--- src/rtl/mul_pkg.sv ---
// rtl/mul_pkg.sv - shared widths, result entry type and buffer depth for the multiplier datapath
package mul_pkg;

  localparam int MUL_W     = 8;
  localparam int MUL_PW    = 16;
  localparam int RES_DEPTH = 2;

  typedef struct packed {
    logic [MUL_PW-1:0] data;
    logic              ovf;
  } res_entry_t;

endpackage

--- src/rtl/mul_res_fifo.sv ---
// rtl/mul_res_fifo.sv - 2-entry result FIFO with sticky drop flag for captures lost to a full buffer
module mul_res_fifo
  import mul_pkg::*;
#(
  parameter int DW = MUL_PW
) (
  input  logic          clk,
  input  logic          rst_n,
  input  logic          push,
  input  logic [DW-1:0] push_data,
  input  logic          pop,
  output logic [DW-1:0] head_data,
  output logic          empty,
  output logic          drop
);

  localparam int CW = $clog2(RES_DEPTH + 1);

  logic [DW-1:0] mem_q [RES_DEPTH];
  logic          wr_ptr_q, rd_ptr_q;
  logic [CW-1:0] count_q, count_d;
  logic          drop_q;
  logic          full, pop_ok, push_ok;

  assign empty = (count_q == '0);
  assign full  = (count_q == CW'(RES_DEPTH));
  // A pop frees the head slot this edge, so a full buffer still accepts a same-cycle push.
  assign pop_ok  = pop && !empty;
  assign push_ok = push && (!full || pop_ok);

  assign head_data = empty ? '0 : mem_q[rd_ptr_q];
  assign drop      = drop_q;

  always_comb begin
    count_d = count_q;
    case ({push_ok, pop_ok})
      2'b10:   count_d = count_q + CW'(1);
      2'b01:   count_d = count_q - CW'(1);
      default: count_d = count_q;
    endcase
  end

  always_ff @(posedge clk or negedge rst_n) begin
    if (!rst_n) begin
      for (int i = 0; i < RES_DEPTH; i++) mem_q[i] <= '0;
      wr_ptr_q <= 1'b0;
      rd_ptr_q <= 1'b0;
      count_q  <= '0;
      drop_q   <= 1'b0;
    end else begin
      if (push_ok) begin
        mem_q[wr_ptr_q] <= push_data;
        wr_ptr_q        <= ~wr_ptr_q;
      end
      if (pop_ok) rd_ptr_q <= ~rd_ptr_q;
      if (push && !push_ok) drop_q <= 1'b1;
      count_q <= count_d;
    end
  end

endmodule

--- src/rtl/mul_datapath.sv ---
// rtl/mul_datapath.sv - repeated-addition multiplier datapath; MUL_OVF_EN adds a sticky overflow output
module mul_datapath
  import mul_pkg::*;
#(
  parameter int W  = MUL_W,
  parameter int PW = MUL_PW
) (
  input  logic          clk,
  input  logic          rst_n,
  input  logic [W-1:0]  data_in,
  input  logic          ld_a,
  input  logic          clr_a,
  input  logic          ld_b,
  input  logic          dec_b,
  input  logic          ld_p,
  input  logic          clr_p,
  input  logic          done,
  output logic          eqz,
  output logic [PW-1:0] res_data,
  output logic          res_valid,
  input  logic          res_ready,
  output logic          res_drop
`ifdef MUL_OVF_EN
  ,
  output logic          ovf
`endif
);

  logic [W-1:0]  a_q, b_q;
  logic [PW-1:0] p_q, p_sum;
  logic          done_q, capture, fifo_empty;

`ifdef MUL_OVF_EN
  localparam int DW = PW + 1;
  logic          ovf_q, carry;
  logic [DW-1:0] head;
  assign {carry, p_sum} = {1'b0, p_q} + (PW+1)'(a_q);
  assign res_data       = head[PW-1:0];
  assign ovf            = head[PW];
`else
  localparam int DW = PW;
  logic [DW-1:0] head;
  assign p_sum    = p_q + PW'(a_q);
  assign res_data = head;
`endif

  assign eqz       = (b_q == '0);
  assign capture   = done && !done_q;
  assign res_valid = !fifo_empty;

  always_ff @(posedge clk or negedge rst_n) begin
    if (!rst_n) begin
      a_q    <= '0;
      b_q    <= '0;
      p_q    <= '0;
      done_q <= 1'b0;
    end else begin
      done_q <= done;
      if (clr_a)     a_q <= '0;
      else if (ld_a) a_q <= data_in;
      // B saturates at zero so a stray dec_b never wraps the count.
      if (ld_b)                     b_q <= data_in;
      else if (dec_b && b_q != '0)  b_q <= b_q - W'(1);
      if (clr_p)     p_q <= '0;
      else if (ld_p) p_q <= p_sum;
    end
  end

`ifdef MUL_OVF_EN
  always_ff @(posedge clk or negedge rst_n) begin
    if (!rst_n)                ovf_q <= 1'b0;
    else if (clr_p)            ovf_q <= 1'b0;
    else if (ld_p && carry)    ovf_q <= 1'b1;
  end
`endif

  mul_res_fifo #(.DW(DW)) u_fifo (
    .clk       (clk),
    .rst_n     (rst_n),
    .push      (capture),
`ifdef MUL_OVF_EN
    .push_data ({ovf_q, p_q}),
`else
    .push_data (p_q),
`endif
    .pop       (res_ready),
    .head_data (head),
    .empty     (fifo_empty),
    .drop      (res_drop)
  );

endmodule

--- config.mk ---
export PLATFORM = sky130hd
export DESIGN_NAME = mul_datapath
export DESIGN_NICKNAME = d
export VERILOG_FILES = /design/src/rtl/mul_pkg.sv /design/src/rtl/mul_res_fifo.sv /design/src/rtl/mul_datapath.sv
export SDC_FILE = /design/constraint.sdc
export NUM_CORES = 1
export LEC_CHECK = 0
export ABC_AREA = 1
export BUFFER_PORTS_ARGS = -buffer_cell sky130_fd_sc_hd__buf_2
export CAP_MARGIN = 20
export CORE_UTILIZATION = 45
export DETAILED_ROUTE_END_ITERATION = 7
export PLACE_DENSITY = 0.68
export SETUP_SLACK_MARGIN = 0.15
export SYNTH_ARGS = -nofsm -noshare
export SYNTH_HDL_FRONTEND = slang
export SYNTH_HIERARCHICAL = 1
export SYNTH_SLANG_ARGS = --single-unit
--- constraint.sdc ---
create_clock -name clk -period 2.3 [get_ports clk]
set_clock_uncertainty 0.15 [all_clocks]
set_input_delay 0.345 -clock clk [delete_from_list [all_inputs] [get_ports clk]]
set_output_delay 0.345 -clock clk [all_outputs]
set_load 0.01 [all_outputs]
## Word-level counts from Yosys, hierarchy flattened

Cells that the tools add are included.

| cells by class | value |
|---|---|
| eq/ne operators | 3 |
| reduce and logical (&&, ||, !) cells | 18 |
| add/subtract/negate cells | 4 |
| magnitude comparators | 3 |
| bitwise operators | 4 |
| muxes and demuxes | 14 |

Operator list:

| operator | number |
|---|---|
| 2-to-1 mux 16 bit | 7 |
| bitwise mux 32 bit | 1 |
| 2-to-1 mux 8 bit | 4 |
| adder 16 x 8 -> 16 bit | 1 |
| demux 16 bit (select 1 bit) | 1 |
| logical NOT 8 bit | 1 |
| nonzero test 2 bit | 4 |
| nonzero test 8 bit | 1 |
| subtractor 8 x 1 -> 8 bit (second input constant) | 1 |
| logical AND 1 bit | 6 |
| == test 2 bit (second input constant) | 2 |
| greater-or-equal comparator 2 bit (second input constant) | 2 |
| logical NOT 1 bit | 4 |
| NOT 1 -> 2 bit | 2 |
| case mux 2 bit (2 select lines) | 1 |
| adder 2 x 1 -> 2 bit (second input constant) | 1 |
| == test 2 x 1 -> 1 bit (second input constant) | 1 |
| logical NOT 2 bit | 1 |
| < comparator 2 x 1 -> 1 bit (second input constant) | 1 |
| NOT 1 bit | 2 |
| subtractor 2 x 1 -> 2 bit (second input constant) | 1 |
| logical OR 1 bit | 1 |

| word-level totals | value |
|---|---|
| output and inout port bits | 19 |
| logic and storage cells | 56 |
| bits in registers | 70 |
| input port bits | 18 |

## Logic depth before layout (Yosys ltp)

| depth | value |
|---|---|
| depth after elaboration | 7 |
| depth in mapped cells | 10 |
| depth with buffers taken out | 10 |

## By module

The synthesis kept the hierarchy.

Modules (own cells, without submodules):

| module | sequential area each (um2) | cells an instance | times used | area each (um2) |
|---|---|---|---|---|
| mul_datapath | 825.8 | 280 | 1 | 2139.6 |
| mul_res_fifo | 925.9 | 204 | 1 | 1690.4 |

## Worst setup path before layout

Ideal clock, no wire load.

| timing path | value |
|---|---|
| kind | reg-to-reg |
| start | register p_q[0] |
| end | register p_q[8] |
| library setup time | 119 ps |
| arrival time | 1491 ps |
| buffers on the path | 0 |
| setup slack | 540 ps |
| clock period less this slack | 1760 ps |
| required time | 2031 ps |
| stages on the path, launching flop included | 10 |
| cells stage by stage | dfrtp_1 -> ha_1 -> inv_1 -> fa_1 -> nor2_2 -> nor2_2 -> o21ai_2 -> nand3_1 -> nand2_1 -> nor2_1 |

| between the ends | value |
|---|---|
| longest elaborated chain between the ends | 3 |

Ends and longest elaborated chain:

| item | RTL line | RTL |
|---|---|---|
| start, declared | mul_datapath.sv:30 | `logic [PW-1:0] p_q, p_sum;` |
| start signal, assigned | mul_datapath.sv:65 | `else if (ld_p) p_q <= p_sum;` |
| adder 16 x 8 -> 16 bit | mul_datapath.sv:43 | `assign p_sum = p_q + PW'(a_q);` |
| 2-to-1 mux 16 bit | mul_datapath.sv:65 |  |
| 2-to-1 mux 16 bit | mul_datapath.sv:64 | `if (clr_p) p_q <= '0;` |

Every way passes these cells. The select of a mux whose other input is x is not followed.
A chain may end at the register's enable or synchronous reset.

## Final worst setup path

| timing path | value |
|---|---|
| start | register b_q[0] |
| end | output port eqz |

| between the ends | value |
|---|---|
| longest elaborated chain between the ends | 1 |

Ends and longest elaborated chain:

| item | RTL line | RTL |
|---|---|---|
| start, declared | mul_datapath.sv:29 | `logic [W-1:0] a_q, b_q;` |
| start signal, assigned | mul_datapath.sv:62 | `if (ld_b) b_q <= data_in;` |
| start signal, assigned | mul_datapath.sv:63 | `else if (dec_b && b_q != '0) b_q <= b_q - W'(1);` |
| logical NOT 8 bit | mul_datapath.sv:47 | `assign eqz = (b_q == '0);` |
| end, declared | mul_datapath.sv:18 | `output logic eqz,` |

Every way passes these cells.

==> results.yml <==
floorplan:
  die_x_um: 94.3
  die_h_um: 94.3
  rows: 33
  die_area_mm2: 0.00888
  coreArea_mm2: 0.00822
  io_pins: 37
  initial_core_util: 0.466
worst_setup_path:
  start_kind: "flip-flop"
  setup.worst_path.end_class: "output pin"
  crit_arrival_ns: 1.57
  crit_fanout: 4
  cp_data_required_time_ns: 1.80
  critical_path_class: "flip-flop to output pin"
layout:
  layout_commonest_cell: "nand2_1"
  final_area_mm2: 0.00438
  layout_common_cells: "nand2_1 (144), dfrtp_1 (70), inv_1 (59), o21ai_0 (45), buf_2 (36)"
  stdcell_count: 636
  drive_above_1_share: 0.175
  final_util: 0.533
  num_antenna_cells: 0
  area_growth_pct: 14.3
  finalNetCount: 554
synth:
  yosysUniqueCellTypes: 40
  yosysTopAreaCell: "dfrtp_1"
  ys_seq_elements: 70
  syn_avg_cell_area_um2: 7.91
  synth_cells: 484
  syn-num-nets: 512
  synth.area.top_cells: "dfrtp_1 (46%), nand2_1 (14%), inv_1 (5.9%), o21ai_0 (5.9%), nand3_1 (4.3%)"
  netlist_area_mm2: 0.00383
  ys_warn_count: 6
  synth_top_area_frac: 0.457
  ys_seq_area_frac: 0.457
clock_tree:
  numCtsBuffers: 9
  clk_path_buf_depth: 2
  cts-root-buf: "clkbuf_8"
  clock_sinks: 70
  clk_latency_ns: 0.35
  clk_pin_slew_worst_paths_ns: 0.08
  cts_tree: "built"
  htree_levels: 3
sta:
  slew_viol_final: 0
  finalSetupViolations: 0
  max_slew_margin: 0.699
  min_period_ns: 2.06
  whs_ns: 0.0927
  rsz0062_at_grt: "false"
  setup_tns_ns: 0
  timing.final.ws_setup_ns: 0.238
  worstMarginPinSlew_ns: 0.449
  hold_violations: 0
  min_period_over_period: 0.897
  fmax_ghz: 0.485
routing:
  post_drt_wl_per_cell_um: 12.9
  ant_nets: 0
  drc: 0
  vias_per_cell: 5.09
  wl_mm: 8.19
  vias: 3235
  drtPass1Iterations: 5
  drtIter0Drc: 144
global_route:
  grt_pass1_vias: 3002
  grt_max_degree: 71
  grt_pass1_wl_mm: 13.9
  grt-ovfl-total: 0
  antenna_found_initial: 0
  grtUsageTotal: 0.203
pwr:
  p_total_mw: 3.78
  p_sw_mw: 1.33
  pwr-share-comb: 0.295
  irDropWorstVdd_v: 0.000338
  p_clk_frac: 0.307
  seq_power_share: 0.398
  intPower_mw: 2.45
  p_sw_frac: 0.351
  leakage_nw: 2.22
  p_per_area_mw_per_mm2: 862
outcome:
  status: "finished clean"
flow_run:
  cap_violations: 0
place:
  routabilityCongestion: 0.898
  hpwl_mm: 5.67
  portBuffers: 36
  dp.cells: 614
  pre_cts_slack_ns: 0.390
  postPlaceCellArea_mm2: 0.00409
min_path:
  hp-class: "primary input to flip-flop"
-- what timing repair did --
item / 4_1_cts / 5_1_grt
gates resized for setup: 1 / 2
endpoints found under the hold margin: 71 / 0
hold buffers: 2 / 0
buffers inserted: 0 / 4
setup endpoints to repair: 1 / 15
pin swaps: 0 / 1
-- power groups by stage --
| stage | Clock, mW | Sequential [mW] | Combinational [mW] |
|---|---|---|---|
| after floorplan | 0 | 1.51 | 0.754 |
| after global placement | 0 | 1.52 | 1.07 |
| after detailed placement | 0 | 1.53 | 1.09 |
| after CTS | 1.19 | 1.51 | 1.10 |
| after global routing | 1.23 | 1.52 | 1.27 |
| final | 1.16 | 1.50 | 1.11 |
-- area by class of cell --
type,instances,area (um2)
clock buffer,10,138
fill,770,3840
clock inverter,6,92.6
tap,105,131
inverter,63,239
timing repair buffer,45,265
sequential,70,1750
multi-input combinational,337,1760
-- Yosys cell counts, drive strengths merged --
cell type  number
xor2            4
o21ai          51
fa              1
buf            10
nor2           35
o31ai           1
nand4           4
o211ai          4
nand3          37
clkbuf          4
or2             3
o21bai          2
o22ai           3
a22o            1
a21oi          25
nor3            1
nand2         150
xnor2           3
dfrtp          70
a21boi          1
a21o            1
ha              9
a32o            1
inv            63
-- layer usage --
layer	wire length (um)	global-route usage
met1	4090	0.288
met2	3680	0.312
met3	292	0.0316
met4	120	0.0769
met5	0	0
-- final timing paths --
kind                       cells past startpoint        startpoint  slack, ns          endpoint
min reg2reg                                    2  u_fifo/mem_q[28]       0.32  u_fifo/mem_q[28]
min in group asynchronous                      3             rst_n       0.39  u_fifo/mem_q[12]
min                                            3        data_in[5]       0.09            b_q[5]
max in group asynchronous                      3             rst_n       1.29            a_q[6]
max                                            7            b_q[0]       0.24               eqz
max reg2reg                                    9            p_q[0]       0.32            p_q[8]
-- worst max-delay path, stage by stage (launching register included) --
cell     delay [ns]
dfrtp_1        0.39
inv_2          0.08
ha_2           0.18
inv_1          0.06
nor2_4         0.16
nand3_4        0.11
nor2_4         0.10
buf_2          0.13
-- cells by family after synthesis --
kind of cell / Yosys count / share of synthesized area
compound gates: 90 / 0.135
xor+xnor: 7 / 0.0160
simple gates: 230 / 0.273
flops: 70 / 0.457
fa+ha+maj: 10 / 0.0346
buf+inv: 77 / 0.0846
-- registers in the layout, indices dropped and copies added, names as in the netlist --
name / count
done_q: 1
u_fifo/mem_q: 32
u_fifo/count_q: 2
b_q: 8
u_fifo/wr_ptr_q: 1
u_fifo/drop: 1
p_q: 16
a_q: 8
u_fifo/rd_ptr_q: 1
No activity file was read; power rests on OpenSTA's default activity.
